[src/rtl/aoi_pkg.sv]
// Shared definitions for the AND-OR-INVERT pipeline.
// Mode encodings and helpers that decode them.
package aoi_pkg;

  localparam int MODE_W = 2;

  typedef enum logic [MODE_W-1:0] {
    MODE_AOI = 2'b00,
    MODE_AO  = 2'b01,
    MODE_OAI = 2'b10,
    MODE_OA  = 2'b11
  } mode_e;

  // OR-first modes reduce groups with OR, then AND them.
  function automatic logic or_first(
    input logic [MODE_W-1:0] m
  );
    return (m == MODE_OAI) || (m == MODE_OA);
  endfunction

  function automatic logic inverted(
    input logic [MODE_W-1:0] m
  );
    return (m == MODE_AOI) || (m == MODE_OAI);
  endfunction

endpackage

[src/rtl/aoi_stage.sv]
// Valid/ready register slice with full throughput.
// Loads when empty or when its content leaves this cycle.
module aoi_stage #(
  parameter int DW = 1
) (
  input  logic          clk,
  input  logic          rst,
  input  logic          in_valid,
  output logic          in_ready,
  input  logic [DW-1:0] in_data,
  output logic          out_valid,
  input  logic          out_ready,
  output logic [DW-1:0] out_data
);

  logic          valid_q;
  logic          valid_d;
  logic [DW-1:0] data_q;
  logic [DW-1:0] data_d;

  always_comb begin
    in_ready = !valid_q | out_ready;
    valid_d  = valid_q;
    data_d   = data_q;
    if (in_ready) begin
      valid_d = in_valid;
      if (in_valid) data_d = in_data;
    end
  end

  always_ff @(posedge clk) begin
    if (rst) begin
      valid_q <= 1'b0;
      data_q  <= '0;
    end else begin
      valid_q <= valid_d;
      data_q  <= data_d;
    end
  end

  assign out_valid = valid_q;
  assign out_data  = data_q;

endmodule

[src/rtl/aoi_pipe.sv]
// Two-stage AND-OR-INVERT family pipeline with handshakes.
// Stage 1 reduces each group, stage 2 combines groups.
module aoi_pipe
  import aoi_pkg::*;
#(
  parameter int GROUPS = 2,
  parameter int TERMS  = 2,
  parameter int WIDTH  = 1,
  parameter int CNT_W  = 16
) (
  input  logic                      clk,
  input  logic                      rst,
  input  logic                      in_valid,
  output logic                      in_ready,
  input  logic [GROUPS*TERMS*WIDTH-1:0] in_data,
  input  logic [MODE_W-1:0]         in_mode,
  output logic                      out_valid,
  input  logic                      out_ready,
  output logic [WIDTH-1:0]          out_data,
  output logic [MODE_W-1:0]         out_mode,
  output logic [CNT_W-1:0]          out_count
);

  localparam int GW  = GROUPS * WIDTH;
  localparam int S1W = MODE_W + GW;
  localparam int S2W = MODE_W + WIDTH;

  logic [GW-1:0]    grp;
  logic [S1W-1:0]   s1_data;
  logic             s1_valid;
  logic             s2_ready;
  logic [MODE_W-1:0] s1_mode;
  logic [GW-1:0]    s1_grp;
  logic [WIDTH-1:0] res;
  logic [S2W-1:0]   s2_data;
  logic [CNT_W-1:0] cnt_q;
  logic [CNT_W-1:0] cnt_d;

  always_comb begin
    grp = '0;
    for (int g = 0; g < GROUPS; g++) begin
      grp[g*WIDTH +: WIDTH] = {WIDTH{!or_first(in_mode)}};
      for (int t = 0; t < TERMS; t++) begin
        if (or_first(in_mode))
          grp[g*WIDTH +: WIDTH] = grp[g*WIDTH +: WIDTH]
            | in_data[(g*TERMS+t)*WIDTH +: WIDTH];
        else
          grp[g*WIDTH +: WIDTH] = grp[g*WIDTH +: WIDTH]
            & in_data[(g*TERMS+t)*WIDTH +: WIDTH];
      end
    end
  end

  aoi_stage #(.DW(S1W)) u_s1 (
    .clk       (clk),
    .rst       (rst),
    .in_valid  (in_valid),
    .in_ready  (in_ready),
    .in_data   ({in_mode, grp}),
    .out_valid (s1_valid),
    .out_ready (s2_ready),
    .out_data  (s1_data)
  );

  assign s1_mode = s1_data[S1W-1 -: MODE_W];
  assign s1_grp  = s1_data[GW-1:0];

  always_comb begin
    res = {WIDTH{or_first(s1_mode)}};
    for (int g = 0; g < GROUPS; g++) begin
      if (or_first(s1_mode))
        res = res & s1_grp[g*WIDTH +: WIDTH];
      else
        res = res | s1_grp[g*WIDTH +: WIDTH];
    end
    if (inverted(s1_mode)) res = ~res;
  end

  aoi_stage #(.DW(S2W)) u_s2 (
    .clk       (clk),
    .rst       (rst),
    .in_valid  (s1_valid),
    .in_ready  (s2_ready),
    .in_data   ({s1_mode, res}),
    .out_valid (out_valid),
    .out_ready (out_ready),
    .out_data  (s2_data)
  );

  assign out_mode = s2_data[S2W-1 -: MODE_W];
  assign out_data = s2_data[WIDTH-1:0];

  always_comb begin
    cnt_d = cnt_q;
    if (out_valid && out_ready) cnt_d = cnt_q + CNT_W'(1);
  end

  always_ff @(posedge clk) begin
    if (rst) cnt_q <= '0;
    else     cnt_q <= cnt_d;
  end

  assign out_count = cnt_q;

endmodule

[config.mk]
export PLATFORM = sky130hd
export DESIGN_NAME = aoi_pipe
export DESIGN_NICKNAME = d
export VERILOG_FILES = /design/src/rtl/aoi_pkg.sv /design/src/rtl/aoi_stage.sv /design/src/rtl/aoi_pipe.sv
export SDC_FILE = /design/constraint.sdc
export NUM_CORES = 1
export LEC_CHECK = 0
export BUFFER_PORTS_ARGS = -buffer_cell sky130_fd_sc_hd__buf_2
export CORE_MARGIN = 3
export CORE_UTILIZATION = 25
export DETAILED_ROUTE_END_ITERATION = 7
export MAX_ROUTING_LAYER = met4
export PLACE_DENSITY_LB_ADDON = 0.15
export SLEW_MARGIN = 10
export SYNTH_ARGS = -nofsm -noshare
export SYNTH_HDL_FRONTEND = slang
export SYNTH_SLANG_ARGS = --single-unit
[constraint.sdc]
create_clock -name clk -period 1.7 [get_ports clk]
set_input_delay 0.34 -clock clk [delete_from_list [all_inputs] [get_ports clk]]
set_output_delay 0.34 -clock clk [all_outputs]
set_load 0.01 [all_outputs]
# After elaboration in Yosys (flattened, before gate mapping)
# Index checks and enable logic that the tools add are counted.
totals:
  reg_bits: 25
  in_bits: 10
op_classes:
  bitwise: 15
  n_addsub: 1
  n_eq_ne: 4
  n_mux: 7
  reduce_logical: 10
ops:
  columns: ["operator", "n"]
  rows:
  - ["adder 16 x 1 -> 16 bit (second input constant)", 1]
  - ["== test 2 bit (second input constant)", 4]
  - ["bitwise OR 1 bit", 8]
  - ["two-way mux 1 bit", 7]
  - ["AND 1 bit", 6]
  - ["AND reduction 2 bit", 2]
  - ["zero test 1 bit", 3]
  - ["logical OR 1 bit", 3]
  - ["zero test 2 bit", 1]
  - ["logical AND 1 bit", 1]
  - ["inverter 1 bit", 1]

# Longest topological paths before layout
# Gate-level depths: netlist (run 1).
depth:
  depth_word: 8
  mapped_depth: 5
  mapped_depth_nobuf: 5

# Cells and area by module
# A second synthesis (run 1) with hierarchy kept.
unflattened:
  hier_cells: 124
  hier_area_um2: 1157.4
by_module_without_submodules:
  columns: ["mod", "area_per_inst_um2", "seq_area_each_um2", "cells_per_inst", "instances"]
  rows:
  - ["aoi_pipe", 765.7, 320.3, 85, 1]
  - ["aoi_stage at u_s1", 217.7, 100.1, 22, 1]
  - ["aoi_stage at u_s2", 173.9, 80.1, 17, 1]

# Least setup slack after synthesis (run 1)
# No wires, ideal clock.
synth_path:
  path_kind: "register -> register"
  start: "register cnt_q[3], in the netlist out_count[3]"
  end: "register cnt_q[15], in the netlist out_count[15]"
  path_buffers: 0
  required_time_ps: 1629
  path_stages_with_launch: 5
  arrival_ps: 1648
  setup_slack_ps: -18
  setup_ps: 71
  path_cell_list: "dfxtp_1 -> nand4_2 -> or3_4 -> or4_1 -> a21oi_1"
synth_via:
  elab_chain_cells: 1
synth_rtl:
  columns: ["item", "line_no", "text"]
  rows:
  - ["from (decl)", "aoi_pipe.sv:36", "logic [CNT_W-1:0] cnt_q;"]
  - ["from (signal assigned)", "aoi_pipe.sv:100", "else cnt_q <= cnt_d;"]
  - ["adder 16 x 1 -> 16 bit", "aoi_pipe.sv:95", "if (out_valid && out_ready) cnt_d = cnt_q + CNT_W'(1);"]
# Every way passes these cells.
# A chain may end at the register's enable or synchronous reset.

# Final worst setup path (run 1)
layout_path:
  start: "register cnt_q[9], in the netlist out_count[9]"
  end: "register cnt_q[15], in the netlist out_count[15]"
# The elaborated chain is that of the path after synthesis.

==> results of run 1 <==
layout by cell type, fill, tap and decap left out, types with 6 or more instances in the layout:
master,n
dfxtp_1,22
xor2_1,6
a21oi_1,11
buf_4,15
buf_2,30
xnor2_1,6
nor2_1,17
nand3_1,8
nand2_1,11
final cells by class:
cell class,count,area (sq um),share of cell area [%]
Timing Repair Buffer,45,263,18.1
Clock inverter,1,7.51,0.518
Multi-Input combinational cell,92,553,38.1
Clock buffer,3,41.3,2.85
Tap cell,50,62.6,4.31
Inverter,5,18.8,1.29
Sequential cell,25,504,34.8
logic make-up (layout without fill, tap and decap cells):
kind of cell / Yosys count / after routing
buffers and inverters: 10 / 54
xor gates and xnor gates: 12 / 12
muxes: 2 / 2
AOI/OAI and AO/OA: 17 / 17
DFF: 25 / 25
adders and majority gates: 4 / 4
and+or+nand+nor: 57 / 57
flip-flops by register name, indices dropped and copies added, names as in the netlist:
name	count
out_count	16
u_s1.out_data	4
u_s1.out_valid	1
u_s2.out_valid	1
u_s2.out_data	3
power by group:
part	switching, uW	internal, uW
clock network	199	166
registers	8.90	599
logic	42.0	35.5
total	250	800
layer usage:
metal,GRT usage (%),up-vias,wire (um)
li1,-,522,-
met1,12.8,472,1180
met2,18.4,31,1320
met3,2.77,6,152
met4,5.43,0,65
met5,-,-,0
tightest hold or removal path, stage by stage:
cell and delay, ns:
buf_2 0.10, nand3_1 0.05, a21oi_1 0.05
path summary, 6_finish.rpt:
kind | to | cells past startpoint
worst max-delay path | out_count[15]$_SDFFE_PP0P_ | 4
worst min-delay path | u_s1.out_data[2]$_SDFFE_PP0P_ | 3
worst max register to register | out_count[15]$_SDFFE_PP0P_ | 4
worst min register to register | u_s1.out_data[3]$_SDFFE_PP0P_ | 2
metrics by stage:
| stage | util (%) | power (uW) | instance area, sq um | hold slack, ns |
|---|---|---|---|---|
| final | 35.2 | 1050 | 1450 | 0.321 |
| after global routing | 35.2 | 1110 | 1450 | 0.317 |
| after CTS | 35.2 | 1060 | 1450 | 0.319 |
| after detailed placement | 34.0 | 701 | 1400 | 0.471 |
| after global placement | 34.0 | 699 | 1400 | 0.468 |
| after floorplan | - | 667 | 1090 | 0.449 |
==> key figures, run 1 <==
Clock network
  – Postcts setup bufs: 0
  – Worst-path clk slew: 0.09 ns
  – CTS resizes: 0
  – Hold-fix buffers, CTS: 0
  – H-Tree Depth: 1
  – CTS sink cnt: 25
  – CTS tree: done
  – Num CTS Buffers: 3
  – Root Buffer: clkbuf_8
  – Worst-skew pair later-pin latency: 0.27 ns
  – Clock Path Buffers: 2

Drt
  – Detail Route Antenna Nets: 0
  – Mean number of vias per cell: 4.67
  – WL/cell: 12.3 um
  – First-pass iteration count of the detailed router: 4
  – DRC: 0
  – DR iter-0 viols: 27
  – Total wire length: 2720 um
  – Detailed-route via count: 1,031

Logic synthesis
  – Post-Synth Adder-Cell Area: 3.89%
  – Netlist cell types: 27
  – Main combinational cell family by area after synthesis: simple AND/OR/NAND/NOR gates
  – Post-synthesis mux area share: 1.83%
  – Ys flop type: dfxtp_1
  – EDFF count, synth: 0
  – Syn_area_per_cell: 8.60 sq um
  – Yosys top cell area share: 45.8%
  – Flops & latches, synth: 25
  – Post-synth top cells: dfxtp_1, nor2_1, a21oi_1, nand2_1, nand3_1
  – Mapped Nets: 138
  – Sequential area share after synthesis: 45.8%
  – Ys Warns: 0
  – Synth Area in Compound Gates: 8.25%
  – Largest area contributor in the synthesized netlist: dfxtp_1
  – Post-Synth XOR/XNOR Area: 9.62%
  – Cells taking the most area after synthesis: dfxtp_1, nor2_1, a21oi_1
  – Ys async rst share: 0%
  – Synth Area in Simple Gates: 26.9%
  – Most common cell in the netlist: dfxtp_1
  – Cells after Synth: 127
  – Synthesized area: 1090 sq um

Layout
  – # fillers: 445
  – Fraction of layout cells with a size suffix above 1: 34.5%
  – P&R area growth vs syn: 32.8%
  – Cell Count, Final, Fillers Out: 221
  – Layout net count: 183
  – N_diodes: 0

Place
  – Port Buffers: 30
  – RD Place Congestion: 0.827
  – Hpwl dp: 2110 um
  – Post-placement cell count: 217
  – Placement Setup Slack: 0.0549 ns

Floorplan
  – CORE AREA: 4120 sq um
  – Die Y: 72.1 um
  – Top Ports: 31
  – Chip width: 72.1 um
  – Row cnt: 23
  – Die area: 5200 sq um
  – Initial Util: 26.5%

Global route
  – Initial antenna violation count: 0
  – Largest net degree at the start of global routing: 19
  – Overflow left after global routing: 0
  – All-Layer GR Usage: 11.2%
  – First-pass GRT wire length: 4460 um
  – Vias in the first global route: 1,006

STA
  – Layout Skew: 0.00334 ns
  – RSZ-0062 raised after global routing: false
  – Final Hold Fails: 0
  – Tcrit/Tclk final: 95.4%
  – Slew HR: 77.7%
  – Max Slew Vio Count: 0
  – Slew @ Worst Pin: 0.331 ns
  – Max frequency: 617 MHz
  – Setup slack after layout: 0.0785 ns
  – # setup viols final: 0
  – Setup TNS: 0 ns
  – Post-layout minimum cycle time: 1.62 ns

Critical path
  – Crit path max fanout: 6
  – Arrival @ worst endpoint: 1.83 ns
  – Reg2reg setup slack: 0.08 ns
  – Crit Path Category: register to register
  – CP Data Required Time: 1.91 ns
  – Critical path origin: out_count[9]$_SDFFE_PP0P_
  – Cell Chain, Critical Path: nand4_1 > or3_4 > or4_1 > a21oi_1
  – Startpoint Class: register
  – CP delay by family, top: simple AND/OR/NAND/NOR gates
  – Worst path bufs/invs: 0
  – Reg-to-Reg Start: out_count[9]$_SDFFE_PP0P_
  – Crit-path max cell delay: 0.50 ns
  – CP endpoint kind: register
  – Slowest CP cell: or4_1

Pwr
  – Leakage Power: 0.000617 uW
  – VDD IR-drop max: 0.000293 V
  – Cell Pwr Density: 725 nW/um^2

Outcome
  – Status: complete, no violations

Min path
  – Class of the worst hold path: primary input to register
  – Hold Startpoint: in_mode[0]

Flow run
  – Max Cap Viol: 0
Note: power is estimated with default switching activity, not from simulation.
==> inputs of run 2 (changes only) <==
Settings changed: CORE_ASPECT_RATIO set to 1.4, HOLD_SLACK_MARGIN set to 0.05.
==> run 2 against run 1 <==
Sequential share of layout area shrank 0.45 points. First-iteration DRC count is 26% lower. Clock skew rose by 0.0018 ns. Die area up 0.22%. Register-to-register slack better by 0.02 ns. Critical endpoint unchanged.
==> key figures, run 2 (synthesized netlist as in run 1, its figures left out) <==
STA
  – Setup TNS: 0 ns (unchanged)
  – Slew @ Worst Pin: 0.395 ns (was 0.331 ns)
  – Post-layout minimum cycle time: 1.60 ns (was 1.62 ns)
  – Max frequency: 625 MHz (was 617 MHz)
  – RSZ-0062 raised after global routing: false (unchanged)
  – Final Hold Fails: 0 (unchanged)
  – Max Slew Vio Count: 0 (unchanged)
  – Tcrit/Tclk final: 94.0% (was 95.4%)
  – Layout Skew: 0.00513 ns (was 0.00334 ns)
  – Slew HR: 73.7% (was 77.7%)
  – # setup viols final: 0 (unchanged)

Layout
  – FF+latch area: 505 sq um (was 504 sq um)
  – Fraction of layout cells with a size suffix above 1: 36.6% (was 34.5%)
  – # fillers: 452 (was 445)
  – N_diodes: 0 (unchanged)
  – Layout net count: 187 (was 183)
  – Largest register FFs: 16 (unchanged)
  – Cell Count, Final, Fillers Out: 218 (was 221)
  – P&R area growth vs syn: 34.8% (was 32.8%)
  – Most common cell after layout, fill and taps aside: buf_2 (unchanged)
  – Commonest cells after routing, fill and taps aside: buf_2, dfxtp_1, buf_4, nor2_1, nand2_1 (was buf_2, dfxtp_1, nor2_1, buf_4)
  – Area of the multi-input gates: 557 sq um (was 553 sq um)

Drt
  – WL/cell: 12.2 um (was 12.3 um)
  – Detail Route Antenna Nets: 0 (unchanged)
  – Mean number of vias per cell: 4.77 (was 4.67)
  – First-pass iteration count of the detailed router: 4 (unchanged)
  – Total wire length: 2660 um (was 2720 um)
  – DR iter-0 viols: 20 (was 27)
  – DRC: 0 (unchanged)
  – Detailed-route via count: 1,040 (was 1,031)

Critical path
  – Reg-to-Reg Start: out_count[6]$_SDFFE_PP0P_ (was out_count[9]$_SDFFE_PP0P_)
  – Crit Path Category: register to register (unchanged)
  – Cell Chain, Critical Path: nand4_2 > or3_4 > or4_1 > a21oi_1 (was nand4_1 > or3_4 > or4_1 > a21oi_1)
  – Crit-path max cell delay: 0.50 ns (about the same)
  – Reg2reg setup slack: 0.10 ns (was 0.08 ns)
  – Crit path max fanout: 6 (unchanged)
  – R2r endpoint: out_count[15]$_SDFFE_PP0P_ (unchanged)
  – CP endpoint kind: register (unchanged)
  – Arrival @ worst endpoint: 1.80 ns (was 1.83 ns)
  – Cells on worst reg2reg path: 4 (unchanged)
  – Startpoint Class: register (unchanged)
  – Slowest CP cell: or4_1 (unchanged)
  – CP Data Required Time: 1.91 ns (about the same)

Floorplan
  – Chip width: 61.9 um (was 72.1 um)
  – Row cnt: 27 (was 23)
  – Initial Util: 26.9% (was 26.5%)
  – Top Ports: 31 (unchanged)
  – Die Y: 84.2 um (was 72.1 um)
  – Die area: 5210 sq um (was 5200 sq um)
  – CORE AREA: 4050 sq um (was 4120 sq um)

Pwr
  – Flop pwr share: 58.5% (was 57.8%)
  – Internal Power: 803 uW (was 800 uW)
  – Total chip power: 1040 uW (was 1050 uW)
  – Clock share of power: 34.0% (was 34.8%)
  – Leakage Power: 0.000636 uW (was 0.000617 uW)
  – Combinational share of power: 7.5% (was 7.4%)
  – Sw Pwr: 237 uW (was 250 uW)
  – Sw Share: 22.8% (was 23.8%)
  – Cell Pwr Density: 706 nW/um^2 (was 725 nW/um^2)
  – VDD IR-drop max: 0.000313 V (was 0.000293 V)

Clock network
  – CTS tree: done (unchanged)
  – Clock Path Buffers: 2 (unchanged)
  – Worst-skew pair later-pin latency: 0.27 ns (about the same)
  – CTS sink cnt: 25 (unchanged)
  – Worst-path clk slew: 0.09 ns (about the same)
  – Num CTS Buffers: 3 (unchanged)
  – Hold-fix buffers, CTS: 0 (unchanged)
  – H-Tree Depth: 1 (unchanged)
  – Root Buffer: clkbuf_8 (unchanged)

Global route
  – First-pass GRT wire length: 4370 um (was 4460 um)
  – Initial antenna violation count: 0 (unchanged)
  – All-Layer GR Usage: 11.1% (was 11.2%)
  – Vias in the first global route: 989 (was 1,006)
  – Overflow left after global routing: 0 (unchanged)
  – Largest net degree at the start of global routing: 22 (was 19)

Min path
  – Hold Startpoint: in_mode[0] (unchanged)
  – Class of the worst hold path: primary input to register (unchanged)
  – Hold Path End: u_s1.out_data[2]$_SDFFE_PP0P_ (unchanged)
  – Hold depth: 3 (unchanged)

Outcome
  – Status: complete, no violations (unchanged)

Place
  – Post-placement cell count: 211 (was 217)
  – RD Place Congestion: 0.732 (was 0.827)
  – Hpwl dp: 2060 um (was 2110 um)
  – Port Buffers: 30 (unchanged)

Flow run
  – Max Cap Viol: 0 (unchanged)
run 2: per-layer routing:
layer / up-vias / global-route usage, % / share of wire, %
li1: 534 / - / -
met1: 477 / 13.5 / 45
met2: 25 / 17.9 / 50
met3: 4 / 1.85 / 3.9
met4: 0 / 4.05 / 1.2
met5: - / - / 0
run 2: per-stage QoR:
stage,setup slack [ns],area (sq um),utilization (%),hold WS [ns]
finish,0.101,1470,36.3,0.335
global route,0.00506,1470,36.3,0.345
CTS,0.0196,1440,35.6,0.326
detailed placement,0.0406,1400,34.5,0.471
global placement,0.0835,1400,34.5,0.465
floorplan,0.0149,1090,-,0.449
run 2: how the worst max path moves through the flow:
stage,end,cells past startpoint,slack (ns),from
after global placement,out_count[14]$_SDFFE_PP0P_,5,0.08,out_count[0]$_SDFFE_PP0P_
after CTS,out_count[14]$_SDFFE_PP0P_,5,0.02,out_count[0]$_SDFFE_PP0P_
after floorplan,out_count[15]$_SDFFE_PP0P_,4,0.01,out_count[5]$_SDFFE_PP0P_
after detailed placement,out_count[14]$_SDFFE_PP0P_,5,0.04,out_count[0]$_SDFFE_PP0P_
final,out_count[15]$_SDFFE_PP0P_,4,0.10,out_count[6]$_SDFFE_PP0P_
after global routing,out_count[15]$_SDFFE_PP0P_,4,0.005,out_count[6]$_SDFFE_PP0P_
run 2: area by class of cell:
class                      instances  area share (%)
sequential                        25            34.3
tap                               43            3.65
multi-input combinational         92            37.8
inverter                           5            1.27
timing repair buffer              49            19.9
clock buffer                       4            3.06
run 2: power groups by stage:
stage | clock [uW] | sequential [uW] | combinational [uW]
floorplan | 0 | 622 | 44.5
global placement | 0 | 621 | 76.4
detailed placement | 0 | 622 | 78.1
CTS | 366 | 608 | 78.2
global route | 391 | 611 | 89.4
finish | 353 | 608 | 78.3
run 2: repair_timing:
item	CTS	global route
setup endpoints to repair	0	3
gates resized for setup	0	4
setup buffers	0	3
run 2: critical path, delay by kind of cell, from the launching register on:
kind	cells	cell delay, ns
and+or+nand+nor	3	1.04
DFF	1	0.36
AOI/OAI and AO/OA	1	0.14
